File: config.mk
export PLATFORM = sky130hd
export DESIGN_NAME = buscaminas_game_ctrl
export DESIGN_NICKNAME = d
export VERILOG_FILES = /design/src/rtl/buscaminas_pkg.sv /design/src/rtl/turn_timer.sv /design/src/rtl/buscaminas_game_ctrl.sv
export SDC_FILE = /design/constraint.sdc
export NUM_CORES = 1
export LEC_CHECK = 0
export BUFFER_PORTS_ARGS = -buffer_cell sky130_fd_sc_hd__buf_4
export CORE_AREA = 4 4 64 66
export CTS_CLUSTER_SIZE = 30
export DETAILED_ROUTE_END_ITERATION = 16
export DIE_AREA = 0 0 68 70
export PLACE_DENSITY = 0.71
export REMOVE_ABC_BUFFERS = 1
export SYNTH_ARGS = -nofsm -noshare
export SYNTH_HDL_FRONTEND = slang
export SYNTH_SLANG_ARGS = --single-unit
File: constraint.sdc
create_clock -name clk -period 3.5 [get_ports clk]
set_input_delay 0 -clock clk [delete_from_list [all_inputs] [get_ports clk]]
set_output_delay 0 -clock clk [all_outputs]
set_load 0.02 [all_outputs]
File: src/rtl/buscaminas_pkg.sv
// Shared game-state encodings for the Buscaminas controller and the VGA state decoder.
package buscaminas_pkg;

    localparam logic [2:0] ST_IDLE  = 3'b000;
    localparam logic [2:0] ST_SETUP = 3'b001;
    localparam logic [2:0] ST_PLAY  = 3'b010;
    localparam logic [2:0] ST_EVAL  = 3'b011;
    localparam logic [2:0] ST_WIN   = 3'b100;
    localparam logic [2:0] ST_LOSE  = 3'b101;

    typedef enum logic [2:0] {
        S_IDLE  = ST_IDLE,
        S_SETUP = ST_SETUP,
        S_PLAY  = ST_PLAY,
        S_EVAL  = ST_EVAL,
        S_WIN   = ST_WIN,
        S_LOSE  = ST_LOSE
    } game_state_e;

endpackage

File: src/rtl/turn_timer.sv
// Per-move down-counter: load sets the value, en decrements it, zero flags an empty count.
module turn_timer #(
    parameter int TICK_W = 4
) (
    input  logic              clk,
    input  logic              rst,
    input  logic              load_i,
    input  logic [TICK_W-1:0] load_val_i,
    input  logic              en_i,
    output logic [TICK_W-1:0] count_o,
    output logic              zero_o
);

    logic [TICK_W-1:0] count_q, count_d;

    // Load has priority; decrement saturates at zero.
    always_comb begin
        count_d = count_q;
        if (load_i) begin
            count_d = load_val_i;
        end else if (en_i && (count_q != '0)) begin
            count_d = count_q - TICK_W'(1);
        end
    end

    // Counter register.
    always_ff @(posedge clk or posedge rst) begin
        if (rst) begin
            count_q <= '0;
        end else begin
            count_q <= count_d;
        end
    end

    assign count_o = count_q;
    assign zero_o  = (count_q == '0);

endmodule

File: src/rtl/buscaminas_game_ctrl.sv
// Minesweeper game sequencer: setup handshake, move evaluation, reveal counting, per-move timeout.
//
//  state | meaning
//  IDLE  | waiting for start with a legal mine count
//  SETUP | mine placement requested
//  PLAY  | accepting a move; ticks count the move timer down
//  EVAL  | one cycle judging the captured move
//  WIN   | all safe cells revealed (terminal until start)
//  LOSE  | mine hit or move timed out (terminal until start)
module buscaminas_game_ctrl
    import buscaminas_pkg::*;
#(
    parameter int ROWS       = 8,
    parameter int COLS       = 8,
    parameter int MAX_MINES  = 15,
    parameter int TURN_TICKS = 10,
    parameter int MINE_W     = $clog2(MAX_MINES + 1),
    parameter int CELL_W     = $clog2(ROWS * COLS + 1),
    parameter int TICK_W     = $clog2(TURN_TICKS + 1)
) (
    input  logic              clk,
    input  logic              rst,
    input  logic              start,
    input  logic [MINE_W-1:0] mines,
    input  logic              place_done,
    input  logic              move_valid,
    input  logic              cell_is_mine,
    input  logic              cell_is_open,
    input  logic              tick,
    output logic              move_ready,
    output logic              place_req,
    output logic [MINE_W-1:0] mine_count,
    output logic [CELL_W-1:0] revealed,
    output logic [TICK_W-1:0] time_left,
    output logic [2:0]        state,
    output logic              win,
    output logic              lose
);

    if (MAX_MINES >= ROWS * COLS) begin : g_bad_cfg
        $error("buscaminas_game_ctrl: MAX_MINES must be below ROWS*COLS");
    end

    game_state_e       state_q, state_d;
    logic [MINE_W-1:0] mine_count_q, mine_count_d;
    logic [CELL_W-1:0] revealed_q, revealed_d;
    logic              cap_mine_q, cap_mine_d;
    logic              cap_open_q, cap_open_d;

    logic              tmr_load;
    logic [TICK_W-1:0] tmr_val;
    logic              tmr_en;
    logic [TICK_W-1:0] tmr_count;
    logic              tmr_zero;

    logic [CELL_W-1:0] safe_total;
    logic [CELL_W-1:0] revealed_inc;

    assign safe_total   = CELL_W'(ROWS * COLS) - CELL_W'(mine_count_q);
    assign revealed_inc = revealed_q + CELL_W'(1);

    // Next-state logic, counter updates and timer control.
    always_comb begin
        state_d      = state_q;
        mine_count_d = mine_count_q;
        revealed_d   = revealed_q;
        cap_mine_d   = cap_mine_q;
        cap_open_d   = cap_open_q;
        tmr_load     = 1'b0;
        tmr_val      = '0;
        tmr_en       = 1'b0;

        case (state_q)
            S_IDLE: begin
                if (start && (mines != '0) && (mines <= MINE_W'(MAX_MINES))) begin
                    state_d      = S_SETUP;
                    mine_count_d = mines;
                end
            end
            S_SETUP: begin
                if (place_done) begin
                    state_d    = S_PLAY;
                    revealed_d = '0;
                    tmr_load   = 1'b1;
                    tmr_val    = TICK_W'(TURN_TICKS);
                end
            end
            S_PLAY: begin
                // A move in the same cycle as a tick swallows the tick.
                if (move_valid) begin
                    state_d    = S_EVAL;
                    cap_mine_d = cell_is_mine;
                    cap_open_d = cell_is_open;
                end else if (tick) begin
                    tmr_en = 1'b1;
                    if (tmr_count == TICK_W'(1)) begin
                        state_d = S_LOSE;
                    end
                end else if (tmr_zero) begin
                    state_d = S_LOSE;
                end
            end
            S_EVAL: begin
                if (cap_mine_q) begin
                    state_d = S_LOSE;
                end else if (cap_open_q) begin
                    state_d = S_PLAY;
                end else begin
                    revealed_d = revealed_inc;
                    if (revealed_inc == safe_total) begin
                        state_d = S_WIN;
                    end else begin
                        state_d  = S_PLAY;
                        tmr_load = 1'b1;
                        tmr_val  = TICK_W'(TURN_TICKS);
                    end
                end
            end
            S_WIN, S_LOSE: begin
                if (start) begin
                    state_d    = S_IDLE;
                    revealed_d = '0;
                    tmr_load   = 1'b1;
                    tmr_val    = '0;
                end
            end
            default: begin
                state_d = S_IDLE;
            end
        endcase
    end

    // State, latched mine count, reveal counter and captured move attributes.
    always_ff @(posedge clk or posedge rst) begin
        if (rst) begin
            state_q      <= S_IDLE;
            mine_count_q <= '0;
            revealed_q   <= '0;
            cap_mine_q   <= 1'b0;
            cap_open_q   <= 1'b0;
        end else begin
            state_q      <= state_d;
            mine_count_q <= mine_count_d;
            revealed_q   <= revealed_d;
            cap_mine_q   <= cap_mine_d;
            cap_open_q   <= cap_open_d;
        end
    end

    turn_timer #(
        .TICK_W (TICK_W)
    ) u_turn_timer (
        .clk        (clk),
        .rst        (rst),
        .load_i     (tmr_load),
        .load_val_i (tmr_val),
        .en_i       (tmr_en),
        .count_o    (tmr_count),
        .zero_o     (tmr_zero)
    );

    assign state      = state_q;
    assign move_ready = (state_q == S_PLAY);
    assign place_req  = (state_q == S_SETUP);
    assign win        = (state_q == S_WIN);
    assign lose       = (state_q == S_LOSE);
    assign mine_count = mine_count_q;
    assign revealed   = revealed_q;
    assign time_left  = tmr_count;

endmodule
After elaboration in Yosys (flattened, before gate mapping)

Index checks and enable logic that the tools add are counted.
W data, S select, Z words.

Bits in registers: 20
Bits of input ports: 12
Output and inout port bits: 22
Logic and storage cells: 70

$add $sub $neg: 3
$lt $le $gt $ge: 1
Eq/ne operators: 14
Multiplexer cells: 32
Reductions and logical operators: 14

Operator list:

| cell                  | count |
|---|---|
| $mux W3               | 10 |
| $mux W7               | 4 |
| $mux W4               | 6 |
| $pmux W7 S3           | 1 |
| $pmux W3 S5           | 1 |
| $ne A2 B2 Y1 const B  | 5 |
| $reduce_and A5 Y1     | 2 |
| $mux W1               | 8 |
| $ne A4 B3 Y1 const B  | 2 |
| $pmux W4 S2           | 1 |
| $reduce_bool A4 Y1    | 2 |
| $add A7 B1 Y7 const B | 1 |
| $eq A7 B7 Y1          | 1 |
| $sub A7 B4 Y7 const A | 1 |
| $eq A3 B2 Y1 const B  | 2 |
| $eq A3 B3 Y1 const B  | 2 |
| $eq A4 B1 Y1 const B  | 1 |
| $le A4 B4 Y1 const B  | 1 |
| $logic_not A4 Y1      | 1 |
| $reduce_and A2 Y1     | 2 |
| $sub A4 B1 Y4 const B | 1 |
| $eq A3 B1 Y1 const B  | 1 |
| $logic_and A1 B1 Y1   | 3 |
| $logic_not A3 Y1      | 1 |
| 4 further kinds       | 4 |

Longest topological paths before layout

Gate-level depths: netlist of run 1.

Depth in word-level cells: 7
Depth in mapped cells: 8
Depth with buffers taken out: 8

Hierarchy

From an unflattened synthesis of run 1, not the netlist that was laid out.

Cells, all modules: 154
Area, all modules: 1396.3 µm²

Modules (own cells, without submodules):

| module               | instances | cells an instance | area each (µm²) | seq. area each (µm²) |
|---|---|---|---|---|
| buscaminas_game_ctrl | 1         | 126               | 1134.8          | 400.4 |
| turn_timer           | 1         | 28                | 261.5           | 100.1 |

Worst setup path after synthesis of run 1

No wires, ideal clock.

Path type: register -> register
From: register revealed_q[0] (netlist: revealed[0])
To: register u_turn_timer.count_q[1] (netlist: u_turn_timer.count_o[1])
Setup time: 0.124 ns
Arrival time: 1.945 ns
Slack: 1.431 ns
Stages on the path, launching flop included: 8
Buffers on the path: 0
Cells stage by stage: dfrtp_1 > ha_1 > and3_2 > nor3_1 > a31oi_1 > a221oi_4 > a21oi_2 > a211o_1

Longest elaborated chain between the ends: 7
Elaborated cells on any way between the ends: 12
Classes of those cells: add/sub (1); eq/ne (1); mux (9); reduce/logical (1)

RTL lines:

| what                                                 | RTL line                    | source |
|---|---|---|
| from (decl)                                          | buscaminas_game_ctrl.sv:46  | `logic [CELL_W-1:0] revealed_q, revealed_d;` |
| from (signal assigned)                               | buscaminas_game_ctrl.sv:144 | `revealed_q <= revealed_d;` |
| $add A7 B1 Y7 (*)                                    | buscaminas_game_ctrl.sv:60  | `assign revealed_inc = revealed_q + CELL_W'(1);` |
| $eq A7 B7 Y1 (*)                                     | buscaminas_game_ctrl.sv:110 | `if (revealed_inc == safe_total) begin` |
| $mux W1 / $mux W4 (equally long branches)            | buscaminas_game_ctrl.sv:110 |  |
| $mux W1 / $mux W4 (equally long branches)            | buscaminas_game_ctrl.sv:106 | `end else if (cap_open_q) begin` |
| $mux W1 / $mux W4 (equally long branches)            | buscaminas_game_ctrl.sv:104 | `if (cap_mine_q) begin` |
| $pmux W1 S3 / $pmux W4 S2 (equally long branches)    | buscaminas_game_ctrl.sv:73  | `case (state_q)` |
| $mux W4 / $reduce_bool A2 Y1 (equally long branches) | --                          |  |
| to (signal assigned)                                 | turn_timer.sv:31            | `count_q <= count_d;` |
| to (decl)                                            | turn_timer.sv:14            | `logic [TICK_W-1:0] count_q, count_d;` |

Mark *: on every way between the ends. The rest lies on a longest branch, timed or not.
A chain may end at the register's enable or synchronous reset.

Final worst setup path of run 1

From: register revealed_q[0] (netlist: revealed[0])
To: register u_turn_timer.count_q[3] (netlist: u_turn_timer.count_o[3])

The elaborated chain is that of the path after synthesis.

==> results of run 1 <==
==> cells in the mapped netlist, drive strengths merged, types with 3 or more instances <==
master	count	area, µm²
nand3	6	35.0
nand2b	3	18.8
a31oi	3	18.8
nor2	13	48.8
dfrtp	20	500
o21ai	12	60.1
xor2	7	61.3
nand2	14	52.6
xnor2	4	35.0
nor3	6	30.0
a21oi	5	28.8
ha	4	50.1
or3	3	23.8
inv	8	30.0
mux2	6	67.6
==> report_power, final <==
| part | total, mW | switching (mW) | internal, mW |
|---|---|---|---|
| logic | 0.688 | 0.365 | 0.323 |
| clock network | 0.140 | 0.0770 | 0.0635 |
| registers | 0.434 | 0.127 | 0.307 |
| total | 1.26 | 0.569 | 0.693 |
==> final cells by class <==
cell class / instances / area [µm²]
Multi-Input combinational cell: 113 / 813
Timing Repair Buffer: 40 / 318
Inverter: 8 / 30.0
Fill cell: 347 / 1820
Sequential cell: 20 / 500
Tap cell: 48 / 60.1
Clock buffer: 4 / 36.3
==> layer usage <==
layer	vias up	GRT usage	wire (µm)
li1	599	-	-
met1	557	0.200	1460
met2	22	0.226	1580
met3	5	0.0257	116
met4	0	0.0419	38
met5	-	0	0
==> worst paths after layout <==
path	cells after the start	slack, ns	to	from
max	7	1.38	u_turn_timer.count_o[3]$_DFFE_PP0P_	revealed[0]$_DFFE_PP0P_
max reg2reg	7	1.38	u_turn_timer.count_o[3]$_DFFE_PP0P_	revealed[0]$_DFFE_PP0P_
max in group asynchronous	3	2.64	revealed[2]$_DFFE_PP0P_	rst
min in group asynchronous	3	0.38	u_turn_timer.count_o[1]$_DFFE_PP0P_	rst
min reg2reg	1	0.52	cap_open_q$_DFFE_PP0P_	cap_open_q$_DFFE_PP0P_
min	3	0.12	state[2]$_DFFE_PP0P_	start
==> worst register-to-register path: cells and delay by family (launching register included) <==
kind | cells | cell delay [ns]
AOI/OAI and AO/OA | 4 | 0.81
adders and majority gates | 1 | 0.30
DFF | 1 | 0.48
and+or+nand+nor | 2 | 0.43
==> registers in the layout, indices dropped and copies added (netlist names) <==
name / cells
cap_open_q: 1
mine_count: 4
cap_mine_q: 1
revealed: 7
state: 3
u_turn_timer.count_o: 4
==> per-stage QoR <==
stage                     hold slack (ns)  total power, mW  worst slack, ns  std cells  area (µm²)
after detailed placement            0.192             1.12             1.41        222        1650
after global placement              0.197             1.12             1.45        222        1650
after CTS                           0.105             1.27             1.39        233        1760
after floorplan                   -0.0362            0.890             1.43        141        1340
final                               0.117             1.26             1.38        233        1760
after global routing                0.104             1.36             1.26        233        1760
==> cells in the final DEF (no fill, tap or decap), types with 2 or more instances in the layout <==
master and instances:
buf_4 33, dfrtp_1 20, nand2_1 14, nor2_1 13, o21ai_0 12, inv_1 8, xor2_1 7, dlygate4sd3_1 7
nor3_1 6, mux2_2 6, nand3_1 5, xnor2_1 4, a21oi_1 4, ha_1 4, nand2b_1 3, a31oi_1 3
clkbuf_4 3, or3_1 2, a21boi_0 2, o31ai_1 2, a211o_1 2
==> cell families (layout without fill, tap and decap cells) <==
kind of cell,Yosys count,count (layout),synth area share
adder cells (fa/ha/maj),4,4,0.0370
flip-flops,20,20,0.370
multiplexers,8,8,0.0675
buffers and inverters,10,52,0.0296
AO/OA/AOI/OAI,34,34,0.187
XOR/XNOR,12,12,0.0887
AND/OR/NAND/NOR,55,55,0.221
==> flow_metrics.env, run 1 <==
export IMPL_outcome="finished, final reports clean"
export IMPL_crit_chain="ha_1, and3_2, nor3_1, a31oi_1, a221oi_4, a21oi_2, a211o_1"
export IMPL_hold_viol=0
export IMPL_detail_route_antenna_nets=0
export IMPL_cellPowerDensity_nw_per_um2=718
export IMPL_maxCapViolCount=0
export IMPL_synth_flop_cell="dfrtp_1"
export IMPL_place_hpwl_um=2360
export IMPL_synth_edf_count=0
export IMPL_cts_inserted_buffers=3
export IMPL_cts_tree="built"
export IMPL_final_max_slew_violation_count=0
export IMPL_yosysSeqAreaShare=0.370
export IMPL_start_util=0.378
export IMPL_hold_path_class="in -> reg"
export IMPL_synth_distinct_cells=44
export IMPL_relSlewSlack=0.457
export IMPL_core_um2=3580
export IMPL_ctsResizeCount=0
export IMPL_critPathKind="reg -> reg"
export IMPL_setup_viol=0
export IMPL_gp_congestion=0.845
export IMPL_vias=1183
export IMPL_overflow=0
export IMPL_area_growth_pct=29.9
export IMPL_rows=22
export IMPL_crit_arrival_ns=2.32
export IMPL_yosysWarnings=0
export IMPL_final_nets=202
export IMPL_period_minus_slack_ns=2.12
export IMPL_ys_seq_elements=20
export IMPL_skew_ns=0.00474
export IMPL_cp_start_kind="flip-flop"
export IMPL_clk_path_buf_depth=2
export IMPL_critPathRequiredTime_ns=3.71
export IMPL_syn_avg_cell_area_um2=9.47
export IMPL_postCtsSetupRepairBufs=0
export IMPL_num_io_pins=34
export IMPL_utilization=0.491
export IMPL_first_iter_violations=54
export IMPL_clk_latency_ns=0.31
export IMPL_path_clk_slew_ns=0.12
export IMPL_vias_per_cell=5.08
export IMPL_worstSetupEndpointType="flip-flop"
export IMPL_synth_area_um2=1350
export IMPL_vdd_drop_max_mv=0.307
export IMPL_clock_fmax_ghz=0.472
export IMPL_tightest_slew_ns=0.808
export IMPL_grt_pass1_vias=1161
export IMPL_drive_above_1_share=0.297
export IMPL_p_leak_nw=0.810
export IMPL_holdBufCountCts=7
export IMPL_detail_route_wl_per_cell_um=13.7
export IMPL_die_w_um=68
export IMPL_synthCells=143
export IMPL_grt_usage=0.144
export IMPL_first_pass_iters=4
export IMPL_cp_max_fo=7
export IMPL_antenna_found_initial=0
export IMPL_h_tree_depth=1
export IMPL_min_period_over_period=0.605
export IMPL_wl_um=3190
export IMPL_grt_max_degree=21
export IMPL_drc_errors=0
export IMPL_rsz0062_at_grt="false"
export IMPL_slowest_delay_ns=0.48
export IMPL_dieArea_um2=4760
export IMPL_synthArstFlopShare=1.00
export IMPL_root_buffer="clkbuf_4"
export IMPL_cts_sinks=20
export IMPL_cp_num_buf_inv=0
export IMPL_diodes=0
export IMPL_tns_ns=0
export IMPL_grt_pass1_wl_um=5400
export IMPL_critical_path_top_delay_family="compound AO/OA/AOI/OAI gates"
export IMPL_slowest_stage="dfrtp_1"
export IMPL_portBuffers=33
export IMPL_die_h_um=70
Power figures use the tool's default switching activity.
==> run 2, diff against run 1 <==
Settings changed: ABC_AREA from default to 1, CORE_AREA 4 4 64 66 to 4 4 66 68, DIE_AREA 0 0 68 70 to 0 0 70 72.
Clock period 3.5 ns to 2.1 ns, I/O delays scaled along.
==> flow_metrics.env, run 2 <==
export IMPL_tns_ns=0
export IMPL_min_period_over_period=0.904
export IMPL_drc_errors=0
export IMPL_detail_route_antenna_nets=0
export IMPL_root_buffer="clkbuf_8"
export IMPL_yosysSeqAreaShare=0.340
export IMPL_h_tree_depth=1
export IMPL_finalNonFillerCells=306
export IMPL_rows=23
export IMPL_overflow=0
export IMPL_grt_max_degree=21
export IMPL_r2r_start="revealed[0]$_DFFE_PP0P_"
export IMPL_grt_pass1_vias=1369
export IMPL_num_io_pins=34
export IMPL_final_cell_mix="65 x nand2_1, 42 x inv_1, 33 x buf_4"
export IMPL_critPathRequiredTime_ns=2.25
export IMPL_skew_ns=0.00113
export IMPL_synth_flop_cell="dfrtp_1"
export IMPL_antenna_found_initial=0
export IMPL_place_hpwl_um=2770
export IMPL_p_leak_nw=1.01
export IMPL_grt_pass1_wl_um=6030
export IMPL_vdd_drop_max_mv=0.637
export IMPL_start_util=0.381
export IMPL_cts_tree="built"
export IMPL_cp_start_kind="flip-flop"
export IMPL_first_pass_iters=4
export IMPL_synthTopCellsByCount="65 x nand2_1, 42 x inv_1, 20 x dfrtp_1"
export IMPL_syn_avg_cell_area_um2=6.71
export IMPL_setup_viol=0
export IMPL_synthArstFlopShare=1.00
export IMPL_cts_inserted_buffers=3
export IMPL_tightest_slew_ns=0.784
export IMPL_clk_latency_ns=0.26
export IMPL_largest_reg_flops=7
export IMPL_final_max_slew_violation_count=0
export IMPL_core_um2=3860
export IMPL_hold_slack_ns=0.00260
export IMPL_synth_top_area_share=0.340
export IMPL_path_clk_slew_ns=0.08
export IMPL_synth_most_common_cell="nand2_1"
export IMPL_die_w_um=70
export IMPL_cp_max_fo=8
export IMPL_critPathKind="reg -> reg"
export IMPL_cellPowerDensity_nw_per_um2=1230
export IMPL_area_growth_pct=25.3
export IMPL_hold_viol=0
export IMPL_critical_path_startpoint="revealed[0]$_DFFE_PP0P_"
export IMPL_diodes=0
export IMPL_dieArea_um2=5040
export IMPL_first_iter_violations=62
export IMPL_clock_fmax_ghz=0.527
export IMPL_swShare=0.480
export IMPL_dpl_cell_count=301
export IMPL_ys_seq_elements=20
export IMPL_yosysWarnings=0
export IMPL_vias=1431
export IMPL_synthCells=219
export IMPL_synth_distinct_cells=27
export IMPL_drive_above_1_share=0.223
export IMPL_vias_per_cell=4.68
export IMPL_wl_um=3400
export IMPL_grt_usage=0.143
export IMPL_clk_path_buf_depth=2
export IMPL_detail_route_wl_per_cell_um=11.1
export IMPL_portBuffers=33
export IMPL_synth_area_um2=1470
export IMPL_relSlewSlack=0.477
export IMPL_hold_path_class="in -> reg"
export IMPL_worstSetupEndpointType="flip-flop"
export IMPL_finalWorstSetupSlack_ns=0.201
export IMPL_p_seq_frac=0.286
export IMPL_cts_sinks=20
export IMPL_die_h_um=72
export IMPL_p_switching_mw=1.09
export IMPL_utilization=0.478
export IMPL_synth_largest_area_cell="dfrtp_1"
export IMPL_dp_slack_ns=0.196
export IMPL_maxCapViolCount=0
export IMPL_period_minus_slack_ns=1.90
export IMPL_clkPwrFrac=0.131
export IMPL_synth_area_leaders="dfrtp_1 34%, nand2_1 17%, inv_1 11%"
export IMPL_worstHoldStart="cell_is_mine"
export IMPL_gp_congestion=0.869
export IMPL_rsz0062_at_grt="false"
export IMPL_crit_arrival_ns=2.05
export IMPL_nFillCells=421
export IMPL_outcome="finished, final reports clean"
export IMPL_final_nets=273
export IMPL_p_int_mw=1.18
export IMPL_comb_power_share=0.583
export IMPL_final_common_cell="nand2_1"
export IMPL_synth_edf_count=0
[run 2: cell types whose count changed after synthesis, moves of 5 or more]
cell	before	now
mux2_2	6	0
nand2_2	0	5
inv_1	8	42
nand4_1	1	6
nand2_1	14	65
xor2_1	7	2
nand3_1	5	18
nor2_1	13	19
[run 2: power by group through the flow]
stage | logic [mW] | registers (mW) | clock network (mW)
finish | 1.32 | 0.648 | 0.297
global route | 1.51 | 0.672 | 0.323
CTS | 1.33 | 0.650 | 0.307
detailed placement | 1.33 | 0.654 | 0
global placement | 1.31 | 0.654 | 0
floorplan | 0.826 | 0.743 | 0
[run 2: worst max-delay path, stage by stage (launching register included)]
cell	delay, ns
dfrtp_2	0.46
ha_1	0.26
nand2_2	0.12
clkinv_2	0.07
nor2_2	0.12
inv_2	0.05
nand2_1	0.06
nand3_2	0.08
nor2_4	0.14
nand3_4	0.09
nand2_2	0.09
nand4_1	0.10
nand2_1	0.09
nand2_1	0.05
[run 2: final timing paths]
kind	to	slack [ns]	cells after the start
worst max-delay path	u_turn_timer.count_o[3]$_DFFE_PP0P_	0.20	13
worst min-delay path	cap_mine_q$_DFFE_PP0P_	0.003	3
worst max register to register	u_turn_timer.count_o[3]$_DFFE_PP0P_	0.20	13
worst min register to register	mine_count[1]$_DFFE_PP0P_	0.55	2
max in group asynchronous	revealed[0]$_DFFE_PP0P_	1.12	3
min in group asynchronous	u_turn_timer.count_o[0]$_DFFE_PP0P_	0.44	3
[run 2: stage by stage]
step | total power [mW] | cell area (µm²)
6_report | 2.27 | 1840
5_1_grt | 2.50 | 1840
4_1_cts | 2.29 | 1840
3_5_place_dp | 1.98 | 1780
3_3_place_gp | 1.96 | 1780
2_1_floorplan | 1.57 | 1470
[run 2: final cells by class]
class | count | area [µm²] | area share
multi-input combinational | 154 | 798 | 0.433
sequential | 20 | 502 | 0.272
timing repair buffer | 34 | 258 | 0.140
inverter | 44 | 166 | 0.0904
tap | 50 | 62.6 | 0.0340
clock buffer | 4 | 55.1 | 0.0299
[run 2: logic make-up (layout without fill, tap and decap cells)]
logic type,Yosys count,count (layout),share of synthesized area
XOR/XNOR,3,3,0.0179
adder cells (fa/ha/maj),4,4,0.0340
AO/OA/AOI/OAI,23,23,0.0979
flip-flops,20,20,0.340
AND/OR/NAND/NOR,124,124,0.393
buffers and inverters,45,82,0.117
[run 2: routing by layer]
metal  vias up  track usage  wire [µm]
met1       645        0.186       1560
met4         0       0.0383          0
met2        26        0.251       1700
met3         0       0.0208        129
li1        760            -          -
met5         -            0          0
[run 2: what timing repair did]
item | 4_1_cts | 5_1_grt
endpoints found under the setup margin | 0 | 2
buffers inserted | 0 | 0
hold endpoints to repair | 20 | 0
hold buffers | 1 | 0
gates resized for setup | 0 | 1
